### src/rtl/bcd_seg_display.sv
// Sequential binary-to-7-segment driver: double-dabble conversion, one input bit per clock,
// then a registered update of all digit patterns with leading-zero blanking and overflow dashes.
module bcd_seg_display #(
  parameter int IN_WIDTH      = 8,
  parameter int NUM_DIGITS    = 3,
  parameter int BLANK_LEADING = 1,
  parameter int ACTIVE_LOW    = 1
) (
  input  logic                    clk,
  input  logic                    reset,
  input  logic                    load,
  input  logic [IN_WIDTH-1:0]     value,
  output logic                    busy,
  output logic                    done,
  output logic                    overflow,
  output logic [7*NUM_DIGITS-1:0] seg
);

  localparam int BCD_W = 4 * NUM_DIGITS;
  localparam int CMP_W = IN_WIDTH + BCD_W;
  localparam int CNT_W = (IN_WIDTH > 1) ? $clog2(IN_WIDTH) : 1;

  localparam logic [6:0] PAT_DASH  = 7'b0111111;
  localparam logic [6:0] PAT_BLANK = 7'b1111111;
  localparam logic [6:0] PAT_ZERO  = 7'b1000000;

  // 10**NUM_DIGITS always fits in 4*NUM_DIGITS bits, so CMP_W is wide enough for the compare.
  function automatic logic [CMP_W-1:0] pow10(input int n);
    logic [CMP_W-1:0] p;
    p = CMP_W'(1);
    for (int i = 0; i < n; i++) p = p * CMP_W'(10);
    return p;
  endfunction

  function automatic logic [6:0] polarity(input logic [6:0] p);
    return (ACTIVE_LOW != 0) ? p : ~p;
  endfunction

  function automatic logic [6:0] enc_digit(input logic [3:0] d);
    logic [6:0] p;
    case (d)
      4'd0:    p = 7'b1000000;
      4'd1:    p = 7'b1111001;
      4'd2:    p = 7'b0100100;
      4'd3:    p = 7'b0110000;
      4'd4:    p = 7'b0011001;
      4'd5:    p = 7'b0010010;
      4'd6:    p = 7'b0000010;
      4'd7:    p = 7'b1111000;
      4'd8:    p = 7'b0000000;
      4'd9:    p = 7'b0011000;
      default: p = PAT_BLANK;
    endcase
    return p;
  endfunction

  function automatic logic [7*NUM_DIGITS-1:0] reset_seg();
    logic [7*NUM_DIGITS-1:0] r;
    r = '0;
    for (int k = 0; k < NUM_DIGITS; k++)
      r[7*k +: 7] = polarity((k == 0 || BLANK_LEADING == 0) ? PAT_ZERO : PAT_BLANK);
    return r;
  endfunction

  localparam logic [CMP_W-1:0]        LIMIT     = pow10(NUM_DIGITS);
  localparam logic [7*NUM_DIGITS-1:0] SEG_RESET = reset_seg();

  typedef enum logic [1:0] {IDLE, SHIFT, UPDATE} state_t;

  state_t                  state_reg;
  logic [IN_WIDTH-1:0]     bin_reg;
  logic [BCD_W-1:0]        bcd_reg;
  logic [BCD_W-1:0]        bcd_adj;
  logic [CNT_W-1:0]        cnt_reg;
  logic                    ovf_next_reg;
  logic                    busy_reg;
  logic                    done_reg;
  logic                    ovf_reg;
  logic [7*NUM_DIGITS-1:0] seg_reg;
  logic [7*NUM_DIGITS-1:0] seg_next;

  generate
    for (genvar gi = 0; gi < NUM_DIGITS; gi++) begin : g_digit
      logic [3:0] nib;
      logic       lead_zero;
      assign nib = bcd_reg[4*gi +: 4];
      assign bcd_adj[4*gi +: 4] = (nib >= 4'd5) ? nib + 4'd3 : nib;
      // Blank when this digit and every more significant digit are zero; digit 0 always shows.
      assign lead_zero = (gi > 0) && (BLANK_LEADING != 0) && (bcd_reg[BCD_W-1:4*gi] == '0);
      assign seg_next[7*gi +: 7] = polarity(ovf_next_reg ? PAT_DASH :
                                            lead_zero    ? PAT_BLANK : enc_digit(nib));
    end
  endgenerate

  always_ff @(posedge clk) begin
    if (reset) begin
      state_reg    <= IDLE;
      bin_reg      <= '0;
      bcd_reg      <= '0;
      cnt_reg      <= '0;
      ovf_next_reg <= 1'b0;
      busy_reg     <= 1'b0;
      done_reg     <= 1'b0;
      ovf_reg      <= 1'b0;
      seg_reg      <= SEG_RESET;
    end else begin
      done_reg <= 1'b0;
      case (state_reg)
        IDLE: begin
          if (load) begin
            bin_reg      <= value;
            bcd_reg      <= '0;
            cnt_reg      <= CNT_W'(IN_WIDTH - 1);
            ovf_next_reg <= ({{BCD_W{1'b0}}, value} >= LIMIT);
            busy_reg     <= 1'b1;
            state_reg    <= SHIFT;
          end
        end
        SHIFT: begin
          // Top bit of the adjusted BCD falls off; the overflow flag already covers that case.
          bcd_reg <= BCD_W'({bcd_adj, bin_reg[IN_WIDTH-1]});
          bin_reg <= bin_reg << 1;
          if (cnt_reg == '0) state_reg <= UPDATE;
          else               cnt_reg   <= cnt_reg - 1'b1;
        end
        UPDATE: begin
          seg_reg   <= seg_next;
          ovf_reg   <= ovf_next_reg;
          done_reg  <= 1'b1;
          busy_reg  <= 1'b0;
          state_reg <= IDLE;
        end
        default: state_reg <= IDLE;
      endcase
    end
  end

  assign busy     = busy_reg;
  assign done     = done_reg;
  assign overflow = ovf_reg;
  assign seg      = seg_reg;

endmodule

### config.mk
export PLATFORM = sky130hd
export DESIGN_NAME = bcd_seg_display
export DESIGN_NICKNAME = d
export VERILOG_FILES = /design/src/rtl/bcd_seg_display.sv
export SDC_FILE = /design/constraint.sdc
export NUM_CORES = 1
export LEC_CHECK = 0
export ABC_AREA = 1
export CAP_MARGIN = 20
export CORE_MARGIN = 3
export CORE_UTILIZATION = 55
export CTS_CLUSTER_DIAMETER = 120
export DETAILED_ROUTE_END_ITERATION = 8
export PLACE_DENSITY_LB_ADDON = 0.12
export SLEW_MARGIN = 15
export SYNTH_ARGS = -nofsm -noshare
export SYNTH_HDL_FRONTEND = slang
export SYNTH_SLANG_ARGS = --single-unit
export TNS_END_PERCENT = 100
### constraint.sdc
create_clock -name clk -period 2.8 [get_ports clk]
set_clock_uncertainty 0.05 [all_clocks]
set_input_delay 0.56 -clock clk [delete_from_list [all_inputs] [get_ports clk]]
set_output_delay 0.56 -clock clk [all_outputs]
set_load 0.1 [all_outputs]
==> metrics.yaml, run 1 <==
rsz0062_at_grt: "no"
ys_warn_count: 0
wl_per_cell_um: 12.1
slew_violations: 0
route.detailed.drc: 0
instances_no_fill: 490
ys_types: 30
row_count: 25
vdd_drop_max_mv: 0.494
power_density_nw_per_um2: 589
routabilityCongestion: 0.869
grt.overflow.total: 0
startpoint: "bcd_reg[0]"
ys_seq_area_frac: 0.424
coreArea_um2: 4940
synth_area_um2: 2930
synth.avg_cell_area_um2: 7.70
min_period_ns: 2.24
vias: 2510
cts_resized: 0
fill_cells: 413
layout_commonest_cell: "nand2_1"
multi_input_area_um2: 1440
wl_mm: 5.92
worstPathRequired_ns: 2.99
synth_edf_count: 0
critical_path.startpoint_type: "flop"
worstSetupPathType: "flop to flop"
max_stage_delay_ns: 0.47
total_power_mw: 2.07
die_area_um2: 6230
crit_chain: "inv_1, ha_1, nand2_1, nand2_1, nand2_1, nand3_2, a21oi_2, inv_1, ha_1, nand3_1, nand2_1, nand2_1, nand2_1"
setup_tns_ns: 0
syn_inst: 380
cp_data_arrival_time_ns: 2.43
cts_buffer_depth: 2
ant_nets: 0
clkLatencyLatePin_ns: 0.34
finish.net_count: 452
cap_violations: 0
antenna_found_initial: 0
synth_nets: 414
numPortBuffers: 33
maxSlewHeadroom: 0.588
fin_util: 0.710
min_period_over_period: 0.799
dp_hpwl_mm: 4.18
status: "finished, final reports clean"
final_layout_size_suffix_gt1_frac: 0.144
reg2reg_from: "bcd_reg[0]"
boundaryPins: 35
initial_core_util: 0.592
clockRootBuffer: "clkbuf_8"
crit_top_cell: "nand2_1"
drt_iter0_drc: 133
grt_pass1_wl_mm: 10.1
chipHeight_um: 79.0
setup_viol: 0
ys_ff_latch: 62
grt.total_usage: 0.205
fmax_mhz: 447
htree_num_levels: 3
tightestPinTransition_ns: 0.616
fp.dieW_um: 79.0
cts.sinks: 62
finalHoldViolCount: 0
seqCellArea_um2: 1240
grt_pass1_vias: 2295
grt_max_degree: 21
cts_tree: "yes"
clk_pin_slew_ns: 0.06
layout_common_cells: "81 x nand2_1, 62 x dfxtp_1, 44 x inv_1, 41 x nor2_1, 27 x buf_4"
drtPass1Iterations: 4
dp_cells: 474
hold_buffers: 0
post_cts_buffers: 0
worstPathMaxFanout: 7
syn_to_final_growth_pct: 19.9
whs_ns: 0.419
avgViaCountPerCell: 5.12
antenna_cells: 0
ys.flop_type: "dfxtp_1"
async_reset_ff_frac: 0
end_kind: "flop"
cts_buffers: 9
cpMaxStageDelayCell: "dfxtp_1"
p_leak_nw: 1.70
min_path_type: "flop to flop"
## kinds of logic after synthesis
family | count (synthesis) | synth area share
AND/OR/NAND/NOR | 164 | 0.240
AO/OA/AOI/OAI | 69 | 0.150
flip-flops | 62 | 0.424
buffers and inverters | 60 | 0.0833
adder cells (fa/ha/maj) | 23 | 0.0983
XOR/XNOR | 1 | 0.00299
other | 1 | 0.00128
## layout make-up
class / instances / share of cell area
timing repair buffer: 37 / 0.0862
clock inverter: 2 / 0.0171
inverter: 50 / 0.0535
tap: 67 / 0.0239
clock buffer: 14 / 0.0549
sequential: 62 / 0.354
multi-input combinational: 258 / 0.411
## synthesized netlist by cell type, types with 4 or more instances
master / instances / share of area
nand2_1: 81 / 0.10
dfxtp_1: 62 / 0.42
inv_1: 44 / 0.056
nor2_1: 41 / 0.053
a21oi_1: 26 / 0.044
ha_1: 23 / 0.098
nand3_1: 22 / 0.038
o21ai_0: 17 / 0.029
o32a_1: 7 / 0.024
a221oi_1: 6 / 0.018
buf_2: 6 / 0.010
inv_2: 5 / 0.0064
nand2_2: 5 / 0.011
nand4_1: 5 / 0.011
nand3b_1: 4 / 0.010
## power by group
part / internal [mW] / switching (mW)
clock network: 0.623 / 0.331
registers: 0.906 / 0.0121
logic: 0.0596 / 0.135
## worst max-delay path: cells and delay by family, from the launching register on
| family | cells | cell delay, ns |
|---|---|---|
| adders and majority gates | 2 | 0.58 |
| and+or+nand+nor | 8 | 0.55 |
| DFF | 1 | 0.47 |
| buffers and inverters | 2 | 0.27 |
| AOI/OAI and AO/OA | 1 | 0.22 |
## path summary, 6_finish.rpt
check             to  slack, ns  depth (start not counted)
max reg2reg     flop       0.56                         13
min reg2reg  seg[18]       0.42                          1
max             flop       0.56                         13
min          seg[18]       0.42                          1
## metrics by stage
| step | setup slack, ns | instance area, um^2 |
|---|---|---|
| after floorplan | 0.840 | 2930 |
| after global placement | 0.316 | 3260 |
| after detailed placement | 0.238 | 3260 |
| after CTS | 0.556 | 3510 |
| after global routing | 0.347 | 3510 |
| final | 0.562 | 3510 |
## routing by layer
layer	share of wire	GRT usage	vias up
li1	-	-	1317
met1	0.46	0.250	1123
met2	0.47	0.344	61
met3	0.054	0.0726	9
met4	0.011	0.0515	0
met5	0	0	-
(Power assumes the default switching activity.)
==> run 2, diff against run 1 <==
- clock period: 2.8 -> 2.2 ns (I/O delays scaled with it)
==> run 2 against run 1 <==
  * First-iteration DRC count is 35% higher
  * Flip-flop and latch count stayed put
  * Hold slack worse by 0.0062 ns
  * Cell area is 1.5% higher
  * Sequential power is 27% higher
  * Routed wire length is 0.83% lower
  * Power is 11% higher
  * Non-clock buffer count is 15 higher
==> metrics.yaml, run 2 (synthesized netlist as in run 1, its figures left out) <==
status: "finished, final reports clean"  # unchanged
die_area_um2: 6230  # unchanged
antenna_found_initial: 0  # unchanged
cts_buffers: 9  # unchanged
tightestPinTransition_ns: 0.485  # was 0.616 ns
p_clk_frac: 0.379  # was 0.461
ant_nets: 0  # unchanged
cts_tree: "yes"  # unchanged
initial_core_util: 0.592  # unchanged
chipHeight_um: 79.0  # unchanged
finish.net_count: 467  # was 452
antenna_cells: 0  # unchanged
critical_path.startpoint_type: "flop"  # unchanged
grt.total_usage: 0.208  # was 0.205
grt.overflow.total: 0  # unchanged
grt_pass1_vias: 2376  # was 2295
cts.sinks: 62  # unchanged
worstPathMaxFanout: 7  # unchanged
pwr-share-comb: 0.111  # was 0.094
cap_violations: 0  # unchanged
setup_viol: 0  # unchanged
layout_commonest_cell: "nand2_1"  # unchanged
wl_mm: 5.87  # was 5.92 mm
slew_violations: 0  # unchanged
setup_tns_ns: 0  # unchanged
layout_common_cells: "80 x nand2_1, 60 x dfxtp_1, 44 x inv_1, 42 x buf_4, 41 x nor2_1"  # was 81 x nand2_1, 62 x dfxtp_1, 44 x inv_1, 41 x nor2_1, 27 x buf_4
boundaryPins: 35  # unchanged
whs_ns: 0.413  # was 0.419 ns
final_layout_size_suffix_gt1_frac: 0.181  # was 0.144
vias: 2545  # was 2510
htree_num_levels: 3  # unchanged
fmax_mhz: 500  # was 447 MHz
min_path_type: "flop to flop"  # unchanged
reg2reg_depth: 13  # unchanged
maxSlewHeadroom: 0.674  # was 0.588
route.detailed.drc: 0  # unchanged
switchingPower_uw: 570  # was 478 uW
power_density_nw_per_um2: 644  # was 589 nW/um^2
coreArea_um2: 4940  # unchanged
fp.dieW_um: 79.0  # unchanged
grt_pass1_wl_mm: 10.3  # was 10.1 mm
vdd_drop_max_mv: 0.571  # was 0.494 mV
cts_buffer_depth: 2  # unchanged
rsz0062_at_grt: "no"  # unchanged
clkLatencyLatePin_ns: 0.33  # was 0.34 ns
min_period_over_period: 0.908  # was 0.799
p_leak_nw: 1.74  # was 1.70 nW
fin_util: 0.721  # was 0.710
drtPass1Iterations: 5  # was 4
p_int_mw: 1.73  # was 1.59 mW
clockRootBuffer: "clkbuf_8"  # unchanged
worstSetupPathType: "flop to flop"  # unchanged
finalHoldViolCount: 0  # unchanged
dp_hpwl_mm: 4.36  # was 4.18 mm
cp_data_arrival_time_ns: 2.17  # was 2.43 ns
end_kind: "flop"  # unchanged
syn_to_final_growth_pct: 21.7  # was 19.9%
power_frac_seq: 0.509  # was 0.444
wl_per_cell_um: 11.7  # was 12.1 um
row_count: 25  # unchanged
clk_pin_slew_ns: 0.06  # about the same
routabilityCongestion: 0.843  # was 0.869
switching_share: 0.248  # was 0.231
fill_cells: 431  # was 413
hold_path_depth: 2  # was 1
min_period_ns: 2.00  # was 2.24 ns
worstPathRequired_ns: 2.37  # was 2.99 ns
avgViaCountPerCell: 5.06  # was 5.12
drt_iter0_drc: 179  # was 133
numPortBuffers: 33  # unchanged
grt_max_degree: 17  # was 21
==> run 2: worst paths after layout <==
kind | from | endpoint | slack [ns]
worst max-delay path | bcd_reg[0] | flop | 0.20
worst min register to register | bin_reg[7] | bcd_reg[0] | 0.41
worst max register to register | bcd_reg[0] | flop | 0.20
worst min-delay path | bin_reg[7] | bcd_reg[0] | 0.41
==> run 2: cell type report <==
type / instances / area (um^2) / share of cell area
well taps: 67 / 83.8 / 0.0235
repair buffers: 52 / 415 / 0.117
flip-flops and latches: 62 / 1240 / 0.349
clock buffers: 13 / 169 / 0.0474
multi-input cells: 258 / 1460 / 0.409
clock inverters: 1 / 5.00 / 0.00140
inverters: 50 / 188 / 0.0527
==> run 2: power by group through the flow <==
stage / logic (mW) / clock network [mW] / registers [mW]
after detailed placement: 0.256 / 0 / 1.19
after CTS: 0.257 / 0.895 / 1.17
after floorplan: 0.136 / 0 / 1.24
final: 0.256 / 0.871 / 1.17
after global routing: 0.285 / 0.939 / 1.17
after global placement: 0.251 / 0 / 1.19
==> run 2: what timing repair did <==
item,4_1_cts,5_1_grt
setup endpoints to repair,0,8
resized for setup,0,6
hold endpoints to repair,0,0
setup buffers,0,0
hold buffers,0,0
==> run 2: layer usage <==
metal,up-vias,part of all wire,global-route usage
li1,1346,-,-
met5,-,0,0
met3,11,0.057,0.0658
met2,60,0.47,0.348
met4,0,0.017,0.0636
met1,1128,0.46,0.255
==> run 2: through the flow <==
| step | cell area [um^2] | total power, mW | worst slack (ns) | cells |
|---|---|---|---|---|
| global placement | 3370 | 1.44 | -0.00207 | 489 |
| detailed placement | 3370 | 1.45 | -0.0479 | 489 |
| CTS | 3540 | 2.32 | 0.0749 | 503 |
| floorplan | 2930 | 1.37 | 0.240 | 380 |
| global route | 3560 | 2.40 | 0.000674 | 503 |
| finish | 3560 | 2.30 | 0.202 | 503 |
==> run 2: critical path, cell delays in order, from the launching register on <==
cell,delay (ns)
dfxtp_2,0.40
inv_1,0.07
ha_1,0.23
nand2_1,0.11
nand2_1,0.06
nand2_1,0.08
nand3_2,0.10
a21oi_2,0.15
inv_1,0.09
ha_1,0.32
nand3_1,0.09
nand2_1,0.05
nand2_1,0.05
nand2_1,0.04
==> run 3, diff against run 2 <==
- CORE_UTILIZATION: 55 -> 60
- DONT_BUFFER_PORTS: not set -> 1
- clock period: 2.2 -> 2.15 ns (I/O delays scaled with it)
==> run 3 against run 2 <==
  * Die area down 7.7%
  * Sequential share of layout area up 0.75 points
  * Via count up 2.3%
  * Routed wire length up 8.2%
  * Sequential power about the same
  * Global-route usage up 3.7 points
  * Non-clock buffer count down 17
  * Clock-buffer cell count down 1
  * Flip-flop and latch count unchanged
  * Combinational power down 7%
  * Critical path type unchanged
==> metrics.yaml, run 3 (synthesized netlist as in run 1, its figures left out) <==
status: "finished, final reports clean"  # unchanged
drt_iter0_drc: 149  # was 179
cpMaxStageDelayCell: "dfxtp_2"  # unchanged
antenna_cells: 0  # unchanged
worstPathRequired_ns: 2.38  # was 2.37 ns
fp.dieW_um: 75.9  # was 79.0 um
min_from: "reset"  # was bin_reg[7]
min_path_type: "primary input to flop"  # was flop to flop
reg2reg_depth: 13  # unchanged
cts.sinks: 62  # unchanged
maxSlewHeadroom: 0.610  # was 0.674
grt_pass1_wl_mm: 10.5  # was 10.3 mm
cts_buffers: 9  # unchanged
vdd_drop_max_mv: 0.673  # was 0.571 mV
crit_top_cell: "nand2_1"  # unchanged
coreArea_um2: 4530  # was 4940 um^2
fill_cells: 313  # was 431
drtPass1Iterations: 5  # unchanged
die_area_um2: 5750  # was 6230 um^2
rsz0062_at_grt: "yes"  # was no
min_period_over_period: 0.924  # was 0.908
critical_path.startpoint_type: "flop"  # unchanged
clk_pin_slew_ns: 0.07  # was 0.06 ns
p_leak_nw: 1.71  # was 1.74 nW
grt.total_usage: 0.245  # was 0.208
worstPathMaxFanout: 4  # was 7
reg2reg_from: "bcd_reg[5]"  # was bcd_reg[0]
clkLatencyLatePin_ns: 0.34  # was 0.33 ns
antenna_found_initial: 0  # unchanged
layout_commonest_cell: "nand2_1"  # unchanged
ant_nets: 0  # unchanged
cts_tree: "yes"  # unchanged
cap_violations: 0  # unchanged
dp_hpwl_mm: 4.21  # was 4.36 mm
startpoint: "bcd_reg[5]"  # was bcd_reg[0]
tightestPinTransition_ns: 0.585  # was 0.485 ns
chipHeight_um: 75.9  # was 79.0 um
vias: 2603  # was 2545
final_area_um2: 3500  # was 3560 um^2
setup_viol: 0  # unchanged
initial_core_util: 0.646  # was 0.592
whs_ns: 0.101  # was 0.413 ns
end_kind: "flop"  # unchanged
finish.net_count: 450  # was 467
numPortBuffers: 0  # was 33
cp_data_arrival_time_ns: 2.22  # was 2.17 ns
min_period_ns: 1.99  # was 2.00 ns
cts_buffer_depth: 2  # unchanged
row_count: 24  # was 25
grt_pass1_vias: 2350  # was 2376
crit_chain: "inv_1, ha_1, inv_1, nand2_1, nand3_2, nand3_2, a21oi_2, inv_2, ha_1, nand3b_1, nand2_1, nand2_1, nand2_1"  # was inv_1, ha_1, nand2_1, nand2_1, nand2_1, nand3_2, a21oi_2, inv_1, ha_1, nand3_1, nand2_1, nand2_1, nand2_1
syn_to_final_growth_pct: 19.6  # was 21.7%
multi_input_area_um2: 1470  # was 1460 um^2
max_stage_delay_ns: 0.36  # was 0.40 ns
fmax_mhz: 504  # was 500 MHz
boundaryPins: 35  # unchanged
route.detailed.drc: 0  # unchanged
worstSetupPathType: "flop to flop"  # unchanged
final_layout_size_suffix_gt1_frac: 0.186  # was 0.181
grt_max_degree: 22  # was 17
layout_common_cells: "79 x nand2_1, 58 x dfxtp_1, 42 x inv_1, 41 x nor2_1, 35 x buf_4"  # was 80 x nand2_1, 60 x dfxtp_1, 44 x inv_1, 42 x buf_4, 41 x nor2_1
total_power_mw: 2.73  # was 2.30 mW
seqCellArea_um2: 1250  # was 1240 um^2
power_density_nw_per_um2: 780  # was 644 nW/um^2
avgViaCountPerCell: 5.37  # was 5.06
grt.overflow.total: 0  # unchanged
clockRootBuffer: "clkbuf_8"  # unchanged
slew_violations: 0  # unchanged
finalHoldViolCount: 0  # unchanged
routabilityCongestion: 0.981  # was 0.843
wl_mm: 6.36  # was 5.87 mm
wl_per_cell_um: 13.1  # was 11.7 um
hold_path_depth: 1  # was 2
place_area_um2: 3190  # was 3370 um^2
htree_num_levels: 3  # unchanged
==> run 3: changes by cell type in the layout (fill, tap and decap cells not counted), moves of 2 or more <==
cell	before	now
clkdlybuf4s50_1	10	0
buf_4	42	35
bufinv_16	0	3
dfxtp_1	60	58
inv_1	44	42
inv_2	5	7
==> run 3: routing by layer <==
| metal | track usage | share of wire | vias to the layer above |
|---|---|---|---|
| li1 | - | - | 1317 |
| met4 | 0.138 | 0.028 | 0 |
| met1 | 0.304 | 0.45 | 1185 |
| met5 | 0 | 0 | - |
| met3 | 0.0515 | 0.057 | 20 |
| met2 | 0.392 | 0.47 | 81 |
==> run 3: power breakdown <==
group	total, mW	switching, mW	internal [mW]
clock network	1.30	0.440	0.859
registers	1.19	0.0148	1.18
logic	0.239	0.170	0.0689
total	2.73	0.625	2.11
==> run 3: final cells by class <==
class / count / share of cell area
flip-flops and latches: 62 / 0.357
clock buffers: 12 / 0.0472
clock inverters: 3 / 0.0257
repair buffers: 35 / 0.0751
multi-input cells: 258 / 0.419
inverters: 50 / 0.0536
well taps: 65 / 0.0232
==> run 3: repair_timing <==
action | CTS | global route
endpoints found under the hold margin | 0 | 0
buffers inserted | 0 | 3
endpoints found under the setup margin | 0 | 11
hold buffers | 0 | 0
resized for setup | 0 | 12
==> run 3: per-stage QoR <==
stage	instances	utilization	TNS, ns	setup WS (ns)
4_1_cts	482	0.760	0	0.0303
5_1_grt	485	0.772	-0.0429	-0.0267
3_3_place_gp	467	0.704	0	0.146
2_1_floorplan	380	-	0	0.190
3_5_place_dp	467	0.704	0	0.0361
6_report	485	0.772	0	0.164
==> run 3: final timing paths <==
| path | to | slack (ns) |
|---|---|---|
| max reg2reg | flop | 0.16 |
| max | flop | 0.16 |
| min reg2reg | bcd_reg[0] | 0.40 |
| min | bcd_reg[8] | 0.10 |
==> run 3: critical path, delay by kind of cell (launching register included) <==
| kind | cells | cell delay (ns) |
|---|---|---|
| AND/OR/NAND/NOR | 7 | 0.60 |
| adder cells (fa/ha/maj) | 2 | 0.52 |
| flip-flops | 1 | 0.36 |
| buffers and inverters | 3 | 0.20 |
| AO/OA/AOI/OAI | 1 | 0.18 |
